`src/rtl/mux_pkg.sv`:
```
// ---------------------------------------------------------------------------
// mux_pkg
// Shared definitions between the selector mux and its downstream consumers.
//   - Selector encodings for the four legal mux inputs (B, E, A, D).
//   - SEL_MAX: the highest legal selector value. Anything above it makes
//     the mux drive its default nibble Q_DEFAULT.
//   - nibble_t: the 4-bit data type produced by the mux.
//   - sel_out_of_range(): flags a selector value that is out of range.
// ---------------------------------------------------------------------------
package mux_pkg;

    typedef logic [3:0] nibble_t;

    localparam nibble_t SEL_B     = 4'd0;
    localparam nibble_t SEL_E     = 4'd1;
    localparam nibble_t SEL_A     = 4'd2;
    localparam nibble_t SEL_D     = 4'd3;
    localparam nibble_t SEL_MAX   = 4'd3;
    localparam nibble_t Q_DEFAULT = 4'hf;

    // True when the selector did not address any real mux input.
    function automatic logic sel_out_of_range(input nibble_t sel);
        return (sel > SEL_MAX);
    endfunction

endpackage : mux_pkg

```
`src/rtl/nibble_accumulator.sv`:
```
// ---------------------------------------------------------------------------
// nibble_accumulator
// Holds the partially built word and detects when it must close.
//   clk, reset   : clock, synchronous active-high reset
//   accept       : a nibble is transferred this cycle
//   in_q         : nibble data, packed unmodified
//   in_sel       : selector that produced in_q (error source)
//   in_last      : close the word after this nibble
//   close        : this accept completes the word
//   word_data    : accumulator merged with the incoming nibble; upper nibbles 0
//   word_len     : nibble count of the word if it closes now (idx+1)
//   word_err     : sticky word error merged with the incoming nibble's flag
//   nib_err      : incoming nibble's selector is out of range
// ---------------------------------------------------------------------------
module nibble_accumulator
    import mux_pkg::*;
#(
    parameter int NIBBLES = 4,
    parameter int LENW    = $clog2(NIBBLES + 1)
) (
    input  logic                   clk,
    input  logic                   reset,
    input  logic                   accept,
    input  nibble_t                in_q,
    input  nibble_t                in_sel,
    input  logic                   in_last,
    output logic                   close,
    output logic [4*NIBBLES-1:0]   word_data,
    output logic [LENW-1:0]        word_len,
    output logic                   word_err,
    output logic                   nib_err
);

    localparam logic [LENW-1:0] LAST_IDX = LENW'(NIBBLES - 1);

    logic [4*NIBBLES-1:0] acc_q, acc_d;
    logic [LENW-1:0]      idx_q, idx_d;
    logic                 werr_q, werr_d;

    // Merge the incoming nibble into the accumulator and detect word close.
    always_comb begin
        nib_err   = sel_out_of_range(in_sel);
        close     = accept && ((idx_q == LAST_IDX) || in_last);
        word_len  = idx_q + LENW'(1);
        word_err  = werr_q | nib_err;
        word_data = acc_q;
        // Slots above idx are still zero because a close clears acc.
        for (int k = 0; k < NIBBLES; k++) begin
            if (idx_q == LENW'(k)) begin
                word_data[4*k +: 4] = in_q;
            end else begin
                word_data[4*k +: 4] = acc_q[4*k +: 4];
            end
        end
    end

    // Next-state of the accumulator: only accepts change it.
    always_comb begin
        acc_d  = acc_q;
        idx_d  = idx_q;
        werr_d = werr_q;
        if (!accept) begin
            acc_d  = acc_q;
            idx_d  = idx_q;
            werr_d = werr_q;
        end else if (close) begin
            acc_d  = '0;
            idx_d  = '0;
            werr_d = 1'b0;
        end else begin
            acc_d  = word_data;
            idx_d  = idx_q + LENW'(1);
            werr_d = word_err;
        end
    end

    // Accumulator state registers.
    always_ff @(posedge clk) begin
        if (reset) begin
            acc_q  <= '0;
            idx_q  <= '0;
            werr_q <= 1'b0;
        end else begin
            acc_q  <= acc_d;
            idx_q  <= idx_d;
            werr_q <= werr_d;
        end
    end

endmodule : nibble_accumulator

```
`src/rtl/nibble_packer.sv`:
```
// ---------------------------------------------------------------------------
// nibble_packer
// Packs consecutive mux nibbles into a registered word with valid/ready.
//   clk, reset  : clock, synchronous active-high reset
//   in_valid    : nibble present          in_ready : packer can accept
//   in_q        : nibble data             in_sel   : selector behind in_q
//   in_last     : close word after this nibble
//   out_valid   : word register full      out_ready: consumer takes the word
//   out_data    : packed word, nibble k at [4k+3:4k], unfilled nibbles 0
//   out_len     : valid nibbles in out_data (1..NIBBLES)
//   out_err     : some nibble of the word had an out-of-range selector
//   err_count   : saturating count of accepted out-of-range nibbles
// in_ready is the only combinational input-to-output path (from out_ready).
// ---------------------------------------------------------------------------
module nibble_packer
    import mux_pkg::*;
#(
    parameter int NIBBLES = 4,
    parameter int LENW    = $clog2(NIBBLES + 1)
) (
    input  logic                 clk,
    input  logic                 reset,
    input  logic                 in_valid,
    output logic                 in_ready,
    input  nibble_t              in_q,
    input  nibble_t              in_sel,
    input  logic                 in_last,
    output logic                 out_valid,
    input  logic                 out_ready,
    output logic [4*NIBBLES-1:0] out_data,
    output logic [LENW-1:0]      out_len,
    output logic                 out_err,
    output logic [7:0]           err_count
);

    logic                 accept_s;
    logic                 close_s;
    logic [4*NIBBLES-1:0] word_data_s;
    logic [LENW-1:0]      word_len_s;
    logic                 word_err_s;
    logic                 nib_err_s;

    logic                 out_valid_q, out_valid_d;
    logic [4*NIBBLES-1:0] out_data_q,  out_data_d;
    logic [LENW-1:0]      out_len_q,   out_len_d;
    logic                 out_err_q,   out_err_d;
    logic [7:0]           err_count_q, err_count_d;

    // Handshake: room exists when the word register is empty or draining.
    always_comb begin
        in_ready = !out_valid_q || out_ready;
        accept_s = in_valid && in_ready;
    end

    nibble_accumulator #(
        .NIBBLES (NIBBLES),
        .LENW    (LENW)
    ) u_acc (
        .clk       (clk),
        .reset     (reset),
        .accept    (accept_s),
        .in_q      (in_q),
        .in_sel    (in_sel),
        .in_last   (in_last),
        .close     (close_s),
        .word_data (word_data_s),
        .word_len  (word_len_s),
        .word_err  (word_err_s),
        .nib_err   (nib_err_s)
    );

    // Output register next-state: a close reloads even while draining,
    // which is what keeps back-to-back words bubble-free.
    always_comb begin
        out_valid_d = out_valid_q;
        out_data_d  = out_data_q;
        out_len_d   = out_len_q;
        out_err_d   = out_err_q;
        if (close_s) begin
            out_valid_d = 1'b1;
            out_data_d  = word_data_s;
            out_len_d   = word_len_s;
            out_err_d   = word_err_s;
        end else if (out_valid_q && out_ready) begin
            out_valid_d = 1'b0;
        end else begin
            out_valid_d = out_valid_q;
        end
    end

    // Saturating error counter next-state.
    always_comb begin
        err_count_d = err_count_q;
        if (accept_s && nib_err_s && (err_count_q != 8'hff)) begin
            err_count_d = err_count_q + 8'd1;
        end else begin
            err_count_d = err_count_q;
        end
    end

    // Output and counter registers.
    always_ff @(posedge clk) begin
        if (reset) begin
            out_valid_q <= 1'b0;
            out_data_q  <= '0;
            out_len_q   <= '0;
            out_err_q   <= 1'b0;
            err_count_q <= 8'd0;
        end else begin
            out_valid_q <= out_valid_d;
            out_data_q  <= out_data_d;
            out_len_q   <= out_len_d;
            out_err_q   <= out_err_d;
            err_count_q <= err_count_d;
        end
    end

    assign out_valid = out_valid_q;
    assign out_data  = out_data_q;
    assign out_len   = out_len_q;
    assign out_err   = out_err_q;
    assign err_count = err_count_q;

endmodule : nibble_packer

```
`config.mk`:
```
export PLATFORM = sky130hd
export DESIGN_NAME = nibble_packer
export DESIGN_NICKNAME = d
export VERILOG_FILES = /design/src/rtl/mux_pkg.sv /design/src/rtl/nibble_accumulator.sv /design/src/rtl/nibble_packer.sv
export SDC_FILE = /design/constraint.sdc
export NUM_CORES = 1
export LEC_CHECK = 0
export CAP_MARGIN = 0
export CORE_UTILIZATION = 31
export CTS_CLUSTER_DIAMETER = 40
export CTS_CLUSTER_SIZE = 16
export DETAILED_ROUTE_END_ITERATION = 10
export HOLD_SLACK_MARGIN = 0.08
export PLACE_DENSITY = 0.51
export SYNTH_ARGS = -nofsm -noshare
export SYNTH_HDL_FRONTEND = slang
export SYNTH_SLANG_ARGS = --single-unit
```
`constraint.sdc`:
```
create_clock -name clk -period 3.7 [get_ports clk]
set_clock_uncertainty 0.15 [all_clocks]
set_input_delay 0.74 -clock clk [delete_from_list [all_inputs] [get_ports clk]]
set_output_delay 0.74 -clock clk [all_outputs]
set_load 0.005 [all_outputs]
```
# ---- After elaboration in Yosys (flattened, before gate mapping)
# Cells that the tools add are included.
dict set report word_totals {
  reg_bits 49
  out_inout_bits 30
  elab_cells 35
}
dict set report classes {
  add_sub_neg 2
  magnitude_cmp 1
  n_eq_ne 4
  mux 9
  bitwise_logic 1
  n_reduce_logical 10
}
# operator n
set ops {}
lappend ops {{16-bit 2-to-1 mux} 1}
lappend ops {{4-bit 2-to-1 mux} 4}
lappend ops {{8-bit by 1-bit adder with 8-bit output (second input constant)} 1}
lappend ops {{8-bit inequality test (second input constant)} 1}
lappend ops {{3-bit by 2-bit equality test with 1-bit output (second input constant)} 2}
lappend ops {{1-bit logical AND} 5}
lappend ops {{4-bit by 2-bit greater-than comparator with 1-bit output (second input constant)} 1}
lappend ops {{3-bit by 1-bit adder with 3-bit output (second input constant)} 1}
lappend ops {{3-bit by 1-bit equality test with 1-bit output (second input constant)} 1}
lappend ops {{3-bit logical NOT} 1}
lappend ops {{1-bit 2-to-1 mux} 3}
lappend ops {{3-bit 2-to-1 mux} 1}
lappend ops {{1-bit logical OR} 2}
lappend ops {{2-bit nonzero test} 1}
lappend ops {{1-bit logical NOT} 1}
lappend ops {{1-bit OR} 1}

# ---- Depth between registers and ports, before layout
# Gate-level depths: netlist of run 1.
dict set report logic_depth {
  ltp_word 5
  ltp_mapped 8
  ltp_nobuf 6
}

# ---- Hierarchy
# From an unflattened synthesis of run 1, not the netlist that was laid out.
dict set report hier_totals {
  hier_cells 232
  hier_area_um2 2232.1
}
# module n_inst cells_per_inst area_per_inst_um2 seq_area_each_um2
set by_module_without_submodules {}
lappend by_module_without_submodules {nibble_packer 1 119 1151.1 580.6}
lappend by_module_without_submodules {nibble_accumulator 1 113 1081.0 400.4}

# ---- Worst setup path before layout of run 1
# OpenSTA, ideal clock, no wires.
dict set report synth_path {
  kind {in2reg}
  from {input in_valid}
  to {register err_count_q[5], in the netlist err_count[5]}
  setup_ps 121
  arrival_time_ps 1926
  required_ps 3429
  setup_slack_ps 1504
  stages 5
  path_buffers 1
  path_cell_list {inv_2 or3_1 buf_2 nor4b_1 mux2_2}
}
dict set report synth_between {
  elab_chain_len 3
}
# element line
set synth_rtl {}
lappend synth_rtl {{start: declaration} nibble_packer.sv:23} ;# input logic in_valid,
lappend synth_rtl {{1-bit logical AND} nibble_packer.sv:52} ;# accept_s = in_valid && in_ready;
lappend synth_rtl {{1-bit logical AND (2 in series)} nibble_packer.sv:94} ;# if (accept_s && nib_err_s && (err_count_q != 8'hff)) begin
lappend synth_rtl {{end signal: assignment} nibble_packer.sv:114} ;# err_count_q <= err_count_d;
lappend synth_rtl {{end: declaration} nibble_packer.sv:47} ;# logic [7:0] err_count_q, err_count_d;
# No other way between the ends.
# A chain may end at the register's enable or synchronous reset.

# ---- Worst setup path after layout of run 1
dict set report layout_path {
  from {input out_ready}
  to {output in_ready}
}
dict set report layout_between {
  elab_chain_len 1
}
# element line
set layout_rtl {}
lappend layout_rtl {{start: declaration} nibble_packer.sv:29} ;# input logic out_ready,
lappend layout_rtl {{1-bit logical OR} nibble_packer.sv:51} ;# in_ready = !out_valid_q || out_ready;
lappend layout_rtl {{end: declaration} nibble_packer.sv:24} ;# output logic in_ready,
# No other way between the ends.

==> results of run 1 <==
==> worst min-delay path by stage <==
| stage | to | slack [ns] | depth (start not counted) |
|---|---|---|---|
| floorplan | u_acc.acc_q[12] | 0.28 | 1 |
| global placement | u_acc.acc_q[15] | 0.29 | 1 |
| detailed placement | out_len[1] | 0.30 | 2 |
| CTS | out_len[1] | 0.32 | 2 |
| global route | u_acc.acc_q[15] | 0.34 | 1 |
| finish | out_len[1] | 0.32 | 2 |
==> worst reg2reg max path, cell delays in order (launching register included) <==
cell and delay [ns]:
sky130_fd_sc_hd__dfxtp_1 0.39, sky130_fd_sc_hd__ha_1 0.17, sky130_fd_sc_hd__ha_1 0.32, sky130_fd_sc_hd__nor2_1 0.21, sky130_fd_sc_hd__nor3_4 0.50, sky130_fd_sc_hd__buf_12 0.24, sky130_fd_sc_hd__nor2_1 0.06, sky130_fd_sc_hd__a211oi_1 0.19
==> cell usage after synthesis, types with 2 or more instances <==
cell	count
sky130_fd_sc_hd__ha_1	6
sky130_fd_sc_hd__nor3_1	3
sky130_fd_sc_hd__and2_1	4
sky130_fd_sc_hd__clkbuf_1	11
sky130_fd_sc_hd__nand3_1	4
sky130_fd_sc_hd__nand2_1	7
sky130_fd_sc_hd__buf_2	4
sky130_fd_sc_hd__dfxtp_1	49
sky130_fd_sc_hd__or4_1	3
sky130_fd_sc_hd__inv_1	5
sky130_fd_sc_hd__mux2i_1	17
sky130_fd_sc_hd__o211ai_1	3
sky130_fd_sc_hd__a22oi_1	12
sky130_fd_sc_hd__o21ai_0	2
sky130_fd_sc_hd__nor4b_1	2
sky130_fd_sc_hd__a21oi_1	10
sky130_fd_sc_hd__nor2_1	37
sky130_fd_sc_hd__or3_1	3
sky130_fd_sc_hd__o31ai_1	3
sky130_fd_sc_hd__nand4_1	3
sky130_fd_sc_hd__a211oi_1	17
sky130_fd_sc_hd__a311oi_1	2
sky130_fd_sc_hd__nor2b_1	4
sky130_fd_sc_hd__and4_1	3
==> routing by layer <==
layer,vias to the layer above,share of wire
met2,43,0.45
met5,-,0
li1,890,-
met1,786,0.49
met4,0,0.012
met3,5,0.046
==> final cells by class <==
type                       instances  area share
inverter                           6     0.00836
clock inverter                     3      0.0172
clock buffer                       5      0.0255
timing repair buffer              45       0.167
sequential                        49       0.364
tap                               77      0.0357
multi-input combinational        155       0.382
==> sequential cells by signal (all words and copies together) (netlist names) <==
name	flops
out_data	16
u_acc.acc_q	16
u_acc.idx_q	3
out_valid	1
out_len	3
u_acc.werr_q	1
out_err	1
err_count	8
==> cells by family after synthesis <==
group | count (synthesis)
buffers and inverters | 22
and+or+nand+nor | 79
adders and majority gates | 6
muxes | 18
AOI/OAI and AO/OA | 52
DFF | 49
==> stage by stage <==
step | total power [mW] | hold slack [ns] | instances | utilization | setup WS, ns
finish | 1.08 | 0.318 | 340 | 0.420 | 0.669
global route | 1.13 | 0.342 | 340 | 0.420 | 0.612
CTS | 1.10 | 0.319 | 340 | 0.420 | 0.658
detailed placement | 0.706 | 0.297 | 332 | 0.402 | 0.662
global placement | 0.706 | 0.293 | 332 | 0.402 | 0.652
floorplan | 0.638 | 0.279 | 226 | - | 1.50
==> where the power goes <==
| group | internal, mW | switching, mW |
|---|---|---|
| clock | 0.202 | 0.185 |
| combinational | 0.0675 | 0.0656 |
| sequential | 0.547 | 0.0114 |
| total | 0.817 | 0.262 |
==> impl_summary.log, run 1 <==
INFO  metric cellPowerDensity = 400 nW/µm²
INFO  metric area.growth.synth_to_final = 28.8%
INFO  metric critical_path.max_fanout = 12
INFO  metric globalRouteMet1Util = 0.180
INFO  metric clkSlewWorstSetupHoldPaths = 0.09 ns
INFO  metric worstHoldPathType = flop to flop
INFO  metric critical_path.startpoint_type = primary input
INFO  metric critical-path-max-stage-delay = 0.57 ns
INFO  metric failing_checks = DRC
INFO  metric postSynthRegisterBits = 49
INFO  metric placedInstanceArea = 2580 µm²
INFO  metric synthCells = 226
INFO  metric vdd_ir_drop_max = 159 µV
INFO  metric top_usage_layer = met2
INFO  metric start_util = 0.326
INFO  metric synth.distinct_cells = 36
INFO  metric rsz0062_at_grt = false
INFO  metric hold_crit_start = out_len[1]
INFO  metric worst-endpoint-arrival = 2.14 ns
INFO  metric placeableCoreArea = 6420 µm²
INFO  metric dr_total_vias = 1724
INFO  metric report.final.slew_viol_count = 0
INFO  metric drt_first_pass_iters = 7
INFO  metric detailedPlacementHpwl = 3360 µm
INFO  metric static-leakage-power = 0.928 nW
INFO  metric htree_num_levels = 2
INFO  metric synth.area.mux_share = 0.0867
INFO  metric synth_area_leader_cell = sky130_fd_sc_hd__dfxtp_1
INFO  metric post-synth-top-area-fraction = 0.469
INFO  metric clock_sinks = 49
INFO  metric globalplace.congestion = 0.739
INFO  metric ys.warnings.count = 0
INFO  metric clock_latency = 0.30 ns
INFO  metric cp.buffers_inverters = 3
INFO  metric maximum_number_of_pins_on_one_net_before_global_route_repair = 29
INFO  metric ctsLongestPathBuffers = 2
INFO  metric fin_tns_setup = 0 ns
INFO  metric r2r-start = u_acc.idx_q[0]
INFO  metric worst-path-stages = 4
INFO  metric critical-path-top-cell-by-count = sky130_fd_sc_hd__clkdlybuf4s50_1
INFO  metric reg2reg_setup_slack = 1.39 ns
INFO  metric timing.final.crit_share = 0.819
INFO  metric layout-drive-gt1-share = 0.0684
INFO  metric max_cap_viol_count = 0
INFO  metric worst_r2r_path_depth = 7
INFO  metric cts.repair.resized = 0
INFO  metric critical_path.endpoint = in_ready
INFO  metric post_synth_fa_ha_maj_area_fraction = 0.0359
INFO  metric slowest_cell_on_the_critical_path = sky130_fd_sc_hd__clkdlybuf4s50_1
INFO  metric setup-violations-final = 0
INFO  metric num_rows = 29
INFO  metric multi_input_comb_area = 1030 µm²
INFO  metric routed_wl = 4800 µm
INFO  metric cts.root.buffer_cell = sky130_fd_sc_hd__clkbuf_8
INFO  metric final_cell_mix = sky130_fd_sc_hd__dfxtp_1 (49), sky130_fd_sc_hd__clkdlybuf4s50_1 (40), sky130_fd_sc_hd__nor2_1 (37)
INFO  metric die_h = 84.2 µm
INFO  metric met2_grt_util = 0.232
INFO  metric cts_made_buffers = 5
INFO  metric post_synth_xor_area_fraction = 0
INFO  metric grt_use_met3 = 0.0265
INFO  metric global_route.usage.total = 0.140
INFO  metric outcome = finished, violations left
INFO  metric path_delay_family = buffers and inverters
INFO  metric final_area = 2700 µm²
INFO  metric synth_sequential_area_ratio = 0.469
INFO  metric crit_chain = clkdlybuf4s50_1, nor2b_4, inv_1, clkdlybuf4s50_1
INFO  metric ios = 43
INFO  metric sequential_cell_area = 981 µm²
INFO  metric antenna_violations_before_repair = 0
INFO  metric netlist_area = 2090 µm²
INFO  metric tritoncts = built
INFO  metric yosys.area_share.simple = 0.193
INFO  metric synth_compound_area_frac = 0.173
INFO  metric synth_edf_count = 0
INFO  metric dieArea = 7080 µm²
INFO  metric worst_pin_slew = 0.655 ns
INFO  metric route.detailed.wl_per_inst = 14.1 µm
INFO  metric drt-vias-per-instance = 5.07
INFO  metric worst_setup_path_end_kind = output port
INFO  metric grt.overflow.total = 0
INFO  metric worstSetupStartpoint = out_ready
INFO  metric post-cts-setup-buffers = 0
INFO  metric holdBufCountCts = 0
INFO  metric max-slew-margin-rel = 0.563
INFO  metric place.port_buffers = 40
INFO  metric required = 2.81 ns
INFO  metric route.detailed.drc = 10
INFO  metric final_common_cell = sky130_fd_sc_hd__dfxtp_1
INFO  metric hold_viol = 0
INFO  metric final_period_minus_worst_setup_slack = 3.03 ns
INFO  metric first_global_vias = 1640
INFO  metric cell_types_occupying_the_most_area_after_synthesis = sky130_fd_sc_hd__dfxtp_1 (47%), sky130_fd_sc_hd__mux2i_1 (8.1%), sky130_fd_sc_hd__nor2_1 (6.6%)
INFO  metric synth_top_family_by_area = simple AND/OR/NAND/NOR gates
INFO  metric initialDrtViolationCount = 96
INFO  metric crit_type = primary input to output port
INFO  metric diodes = 0
INFO  metric synthFlopType = sky130_fd_sc_hd__dfxtp_1
INFO  metric num-nets-final = 281
INFO  metric fmaxAchievable = 0.330 GHz
INFO  metric grt_first_pass_wirelength = 7910 µm
INFO  metric critical_path.reg2reg.endpoint = out_data[2]
INFO  metric synth_nets = 245
INFO  metric synth-async-reset-ratio = 0
INFO  metric drtAntennaViolNets = 0
INFO  metric syn_area_per_cell = 9.26 µm²
INFO  metric fillCellCount = 645
INFO  metric die_width = 84.2 µm
Note: power is estimated with default switching activity, not from simulation.
==> run 2, diff against run 1 <==
- clock period: 3.7 -> 3.1 ns (I/O delays scaled with it)
==> impl_summary.log, run 2 (synthesized netlist as in run 1, its figures left out) <==
INFO  metric outcome = finished, violations left
INFO  metric failing_checks = DRC
INFO  metric detailedPlacementHpwl = 3410 µm
INFO  metric fillCellCount = 636
INFO  metric critical-path-max-stage-delay = 0.44 ns
INFO  metric antenna_violations_before_repair = 0
INFO  metric ctsLongestPathBuffers = 2
INFO  metric clock_sinks = 49
INFO  metric vdd_ir_drop_max = 187 µV
INFO  metric crit_chain = clkdlybuf4s50_1, nor2b_4, inv_1, clkdlybuf4s50_1
INFO  metric r2r-start = u_acc.idx_q[0]
INFO  metric cellPowerDensity = 480 nW/µm²
INFO  metric first_global_vias = 1566
INFO  metric routed_wl = 4840 µm
INFO  metric setup-violations-final = 0
INFO  metric num-nets-final = 282
INFO  metric required = 2.33 ns
INFO  metric final_common_cell = sky130_fd_sc_hd__dfxtp_1
INFO  metric worst_slack = 0.564 ns
INFO  metric route.detailed.wl_per_inst = 14.2 µm
INFO  metric drt_first_pass_iters = 7
INFO  metric slowest_cell_on_the_critical_path = sky130_fd_sc_hd__clkdlybuf4s50_1
INFO  metric worst-endpoint-arrival = 1.77 ns
INFO  metric holdBufCountCts = 0
INFO  metric cts.root.buffer_cell = sky130_fd_sc_hd__clkbuf_8
INFO  metric max_cap_viol_count = 0
INFO  metric reg2reg_setup_slack = 0.67 ns
INFO  metric grt_use_met3 = 0.0324
INFO  metric globalplace.congestion = 0.746
INFO  metric critical_path.max_fanout = 4
INFO  metric min_path_cells = 1
INFO  metric met2_grt_util = 0.222
INFO  metric die_width = 84.2 µm
INFO  metric critical-path-top-cell-by-count = sky130_fd_sc_hd__clkdlybuf4s50_1
INFO  metric worst_setup_path_end_kind = output port
INFO  metric clkSlewWorstSetupHoldPaths = 0.10 ns
INFO  metric multi_input_comb_area = 1030 µm²
INFO  metric fmaxAchievable = 0.394 GHz
INFO  metric drtAntennaViolNets = 0
INFO  metric critical_path.startpoint_type = primary input
INFO  metric cp.buffers_inverters = 3
INFO  metric drt-vias-per-instance = 5.05
INFO  metric worst_pin_slew = 0.662 ns
INFO  metric whs_endpoint = u_acc.acc_q[15]
INFO  metric rsz0062_at_grt = false
INFO  metric path_delay_family = buffers and inverters
INFO  metric initialDrtViolationCount = 81
INFO  metric crit_type = primary input to output port
INFO  metric num_rows = 29
INFO  metric worst_r2r_path_depth = 7
INFO  metric start_util = 0.326
INFO  metric tritoncts = built
INFO  metric globalRouteMet1Util = 0.203
INFO  metric place.port_buffers = 40
INFO  metric layout-drive-gt1-share = 0.0720
INFO  metric top_usage_layer = met2
INFO  metric final_period_minus_worst_setup_slack = 2.54 ns
INFO  metric hold_crit_start = u_acc.acc_q[15]
INFO  metric maximum_number_of_pins_on_one_net_before_global_route_repair = 25
INFO  metric worstHoldPathType = flop to flop
INFO  metric grt_first_pass_wirelength = 8200 µm
INFO  metric fin_tns_setup = 0 ns
INFO  metric global_route.usage.total = 0.146
INFO  metric die_h = 84.2 µm
INFO  metric post-cts-setup-buffers = 0
INFO  metric hold_viol = 0
INFO  metric dr_total_vias = 1723
INFO  metric ios = 43
INFO  metric placeableCoreArea = 6420 µm²
INFO  metric dieArea = 7080 µm²
INFO  metric sequential_cell_area = 981 µm²
INFO  metric placement.setup.worst_slack = 0.372 ns
INFO  metric diodes = 0
INFO  metric htree_num_levels = 2
INFO  metric cts.repair.resized = 0
INFO  metric final_cell_mix = sky130_fd_sc_hd__dfxtp_1 (49), sky130_fd_sc_hd__clkdlybuf4s50_1 (40), sky130_fd_sc_hd__nor2_1 (37)
INFO  metric report.final.slew_viol_count = 0
INFO  metric cts_made_buffers = 5
INFO  metric grt.overflow.total = 0
INFO  metric critical_path.reg2reg.endpoint = out_data[2]
INFO  metric timing.final.crit_share = 0.818
INFO  metric static-leakage-power = 0.929 nW
INFO  metric max-slew-margin-rel = 0.558
INFO  metric clock_latency = 0.30 ns
INFO  metric area.growth.synth_to_final = 28.6%
INFO  metric route.detailed.drc = 10
-- run 2: changes by cell type in the layout (fill, tap and decap cells not counted), sizes merged --
| cell | change |
|---|---|
| buf | +1 |
-- run 2: area by class of cell --
cell class,count,area share
clock buffer,5,0.0256
multi-input combinational,155,0.383
timing repair buffer,46,0.166
inverter,6,0.00837
clock inverter,3,0.0172
tap,77,0.0358
sequential,49,0.365
-- run 2: routing by layer --
metal,share of wire,up-vias
met2,0.44,36
li1,-,890
met3,0.038,2
met1,0.51,795
met5,0,-
met4,0.0074,0
-- run 2: worst max path at each step --
stage | cells after the start | from | endpoint
CTS | 4 | out_ready | in_ready
global placement | 5 | in_valid | err_count[5]
global route | 7 | u_acc.idx_q[0] | out_data[2]
floorplan | 5 | in_valid | err_count[5]
finish | 4 | out_ready | in_ready
detailed placement | 5 | in_valid | err_count[5]
-- run 2: where the power goes --
| part | total [mW] | switching [mW] | internal, mW |
|---|---|---|---|
| clock | 0.466 | 0.225 | 0.242 |
| sequential | 0.667 | 0.0135 | 0.653 |
| combinational | 0.158 | 0.0786 | 0.0794 |
| total | 1.29 | 0.317 | 0.974 |
-- run 2: stage by stage --
stage / hold WS [ns] / area (µm²) / cells / util / power (mW)
finish: 0.317 / 2690 / 341 / 0.419 / 1.29
global route: 0.333 / 2690 / 341 / 0.419 / 1.36
CTS: 0.320 / 2690 / 341 / 0.419 / 1.31
detailed placement: 0.297 / 2570 / 333 / 0.401 / 0.841
global placement: 0.292 / 2570 / 333 / 0.401 / 0.841
floorplan: 0.279 / 2090 / 226 / - / 0.761
==> run 3, diff against run 2 <==
- clock period: 3.1 -> 2.5 ns (I/O delays scaled with it)
==> impl_summary.log, run 3 (synthesized netlist as in run 1, its figures left out) <==
INFO  metric grt_first_pass_wirelength = 8200 µm
INFO  metric initialDrtViolationCount = 91
INFO  metric diodes = 0
INFO  metric ctsLongestPathBuffers = 2
INFO  metric routed_wl = 4900 µm
INFO  metric fmaxAchievable = 0.416 GHz
INFO  metric fillCellCount = 632
INFO  metric detailedPlacementHpwl = 3460 µm
INFO  metric static-leakage-power = 0.982 nW
INFO  metric clock_sinks = 49
INFO  metric final_core_utilization = 0.431
INFO  metric worst_setup_path_end_kind = output port
INFO  metric final_common_cell = sky130_fd_sc_hd__dfxtp_1
INFO  metric critical-path-top-cell-by-count = sky130_fd_sc_hd__clkdlybuf4s50_1
INFO  metric placeableCoreArea = 6420 µm²
INFO  metric area.growth.synth_to_final = 32.4%
INFO  metric start_util = 0.326
INFO  metric slowest_cell_on_the_critical_path = sky130_fd_sc_hd__clkdlybuf4s50_1
INFO  metric multi_input_comb_area = 1030 µm²
INFO  metric place_inst = 343
INFO  metric vdd_ir_drop_max = 198 µV
INFO  metric clock_latency = 0.31 ns
INFO  metric crit_chain = clkdlybuf4s50_1, nor2b_4, buf_4, inv_1, clkdlybuf4s50_1
INFO  metric timing.final.crit_share = 0.962
INFO  metric sequential_cell_area = 981 µm²
INFO  metric outcome = finished, violations left
INFO  metric worst-endpoint-arrival = 1.76 ns
INFO  metric cts.root.buffer_cell = sky130_fd_sc_hd__clkbuf_8
INFO  metric maximum_number_of_pins_on_one_net_before_global_route_repair = 25
INFO  metric rsz0062_at_grt = false
INFO  metric layout-drive-gt1-share = 0.106
INFO  metric final_cell_mix = sky130_fd_sc_hd__dfxtp_1 (49), sky130_fd_sc_hd__clkdlybuf4s50_1 (40), sky130_fd_sc_hd__nor2_1 (37)
INFO  metric path_delay_family = buffers and inverters
INFO  metric grt.overflow.total = 0
INFO  metric die_width = 84.2 µm
INFO  metric ios = 43
INFO  metric num-nets-final = 292
INFO  metric max-slew-margin-rel = 0.740
INFO  metric dieArea = 7080 µm²
INFO  metric clkSlewWorstSetupHoldPaths = 0.10 ns
INFO  metric drtAntennaViolNets = 0
INFO  metric drt-vias-per-instance = 5.03
INFO  metric route.detailed.wl_per_inst = 13.9 µm
INFO  metric max_cap_viol_count = 0
INFO  metric fin_worst_hold_slack = 0.315 ns
INFO  metric holdBufCountCts = 0
INFO  metric globalplace.congestion = 0.766
INFO  metric failing_checks = DRC
INFO  metric finalPower = 1.63 mW
INFO  metric die_h = 84.2 µm
INFO  metric worstHoldPathType = flop to flop
INFO  metric fin_cells = 351
INFO  metric critical_path.max_fanout = 3
INFO  metric required = 1.85 ns
INFO  metric critical-path-max-stage-delay = 0.50 ns
INFO  metric num_rows = 29
INFO  metric route.detailed.drc = 10
INFO  metric drt_first_pass_iters = 7
INFO  metric critical_path.startpoint_type = primary input
INFO  metric global_route.usage.total = 0.146
INFO  metric antenna_violations_before_repair = 0
INFO  metric post-cts-setup-buffers = 0
INFO  metric setup-violations-final = 0
INFO  metric crit_type = primary input to output port
INFO  metric fin_tns_setup = 0 ns
INFO  metric htree_num_levels = 2
INFO  metric tritoncts = built
INFO  metric dr_total_vias = 1766
INFO  metric place.port_buffers = 40
INFO  metric hold_viol = 0
INFO  metric cts.repair.resized = 0
INFO  metric final_period_minus_worst_setup_slack = 2.41 ns
INFO  metric worst_pin_slew = 0.389 ns
INFO  metric cts_made_buffers = 5
INFO  metric report.final.slew_viol_count = 0
INFO  metric cellPowerDensity = 590 nW/µm²
INFO  metric cp.buffers_inverters = 4
INFO  metric first_global_vias = 1688
[run 3: cell types whose count changed in the layout (fill, tap and decap cells not counted)]
cell                       change
sky130_fd_sc_hd__buf_4        +10
sky130_fd_sc_hd__clkbuf_8      +1
sky130_fd_sc_hd__clkinv_4      -1
[run 3: stage by stage]
stage	area, µm²	worst slack [ns]
5_1_grt	2770	0.0477
6_report	2770	0.0947
4_1_cts	2770	0.0836
3_5_place_dp	2650	0.0165
2_1_floorplan	2090	0.544
3_3_place_gp	2650	0.00686
[run 3: layout make-up]
class                           count  area share
Multi-Input combinational cell    155       0.372
Sequential cell                    49       0.354
Timing Repair Buffer               56       0.188
Tap cell                           77      0.0348
Clock buffer                        6      0.0298
Clock inverter                      2      0.0136
Inverter                            6     0.00813
[run 3: report_power, final]
part / internal, mW / switching [mW] / leakage (nW)
logic: 0.108 / 0.0998 / 0.525
registers: 0.810 / 0.0169 / 0.399
clock network: 0.326 / 0.274 / 0.0574
[run 3: metal layers]
| layer | GRT usage | vias to the layer above | wire [µm] |
|---|---|---|---|
| li1 | - | 914 | - |
| met1 | 0.201 | 795 | 2450 |
| met2 | 0.221 | 48 | 2110 |
| met3 | 0.0334 | 9 | 246 |
| met4 | 0.0611 | 0 | 89 |
| met5 | 0 | - | 0 |
[run 3: final timing paths]
path | from | to | slack [ns] | cells after the start
max | out_ready | in_ready | 0.09 | 5
min | out_len[1] | out_len[1] | 0.31 | 2
max reg2reg | u_acc.idx_q[1] | out_data[15] | 0.30 | 8
min reg2reg | out_len[1] | out_len[1] | 0.31 | 2
[run 3: worst min-delay path: cells and delay by family, from the launching register on]
kind               cells  cell delay [ns]
and+or+nand+nor        1             0.05
AOI/OAI and AO/OA      1             0.06
DFF                    1             0.32
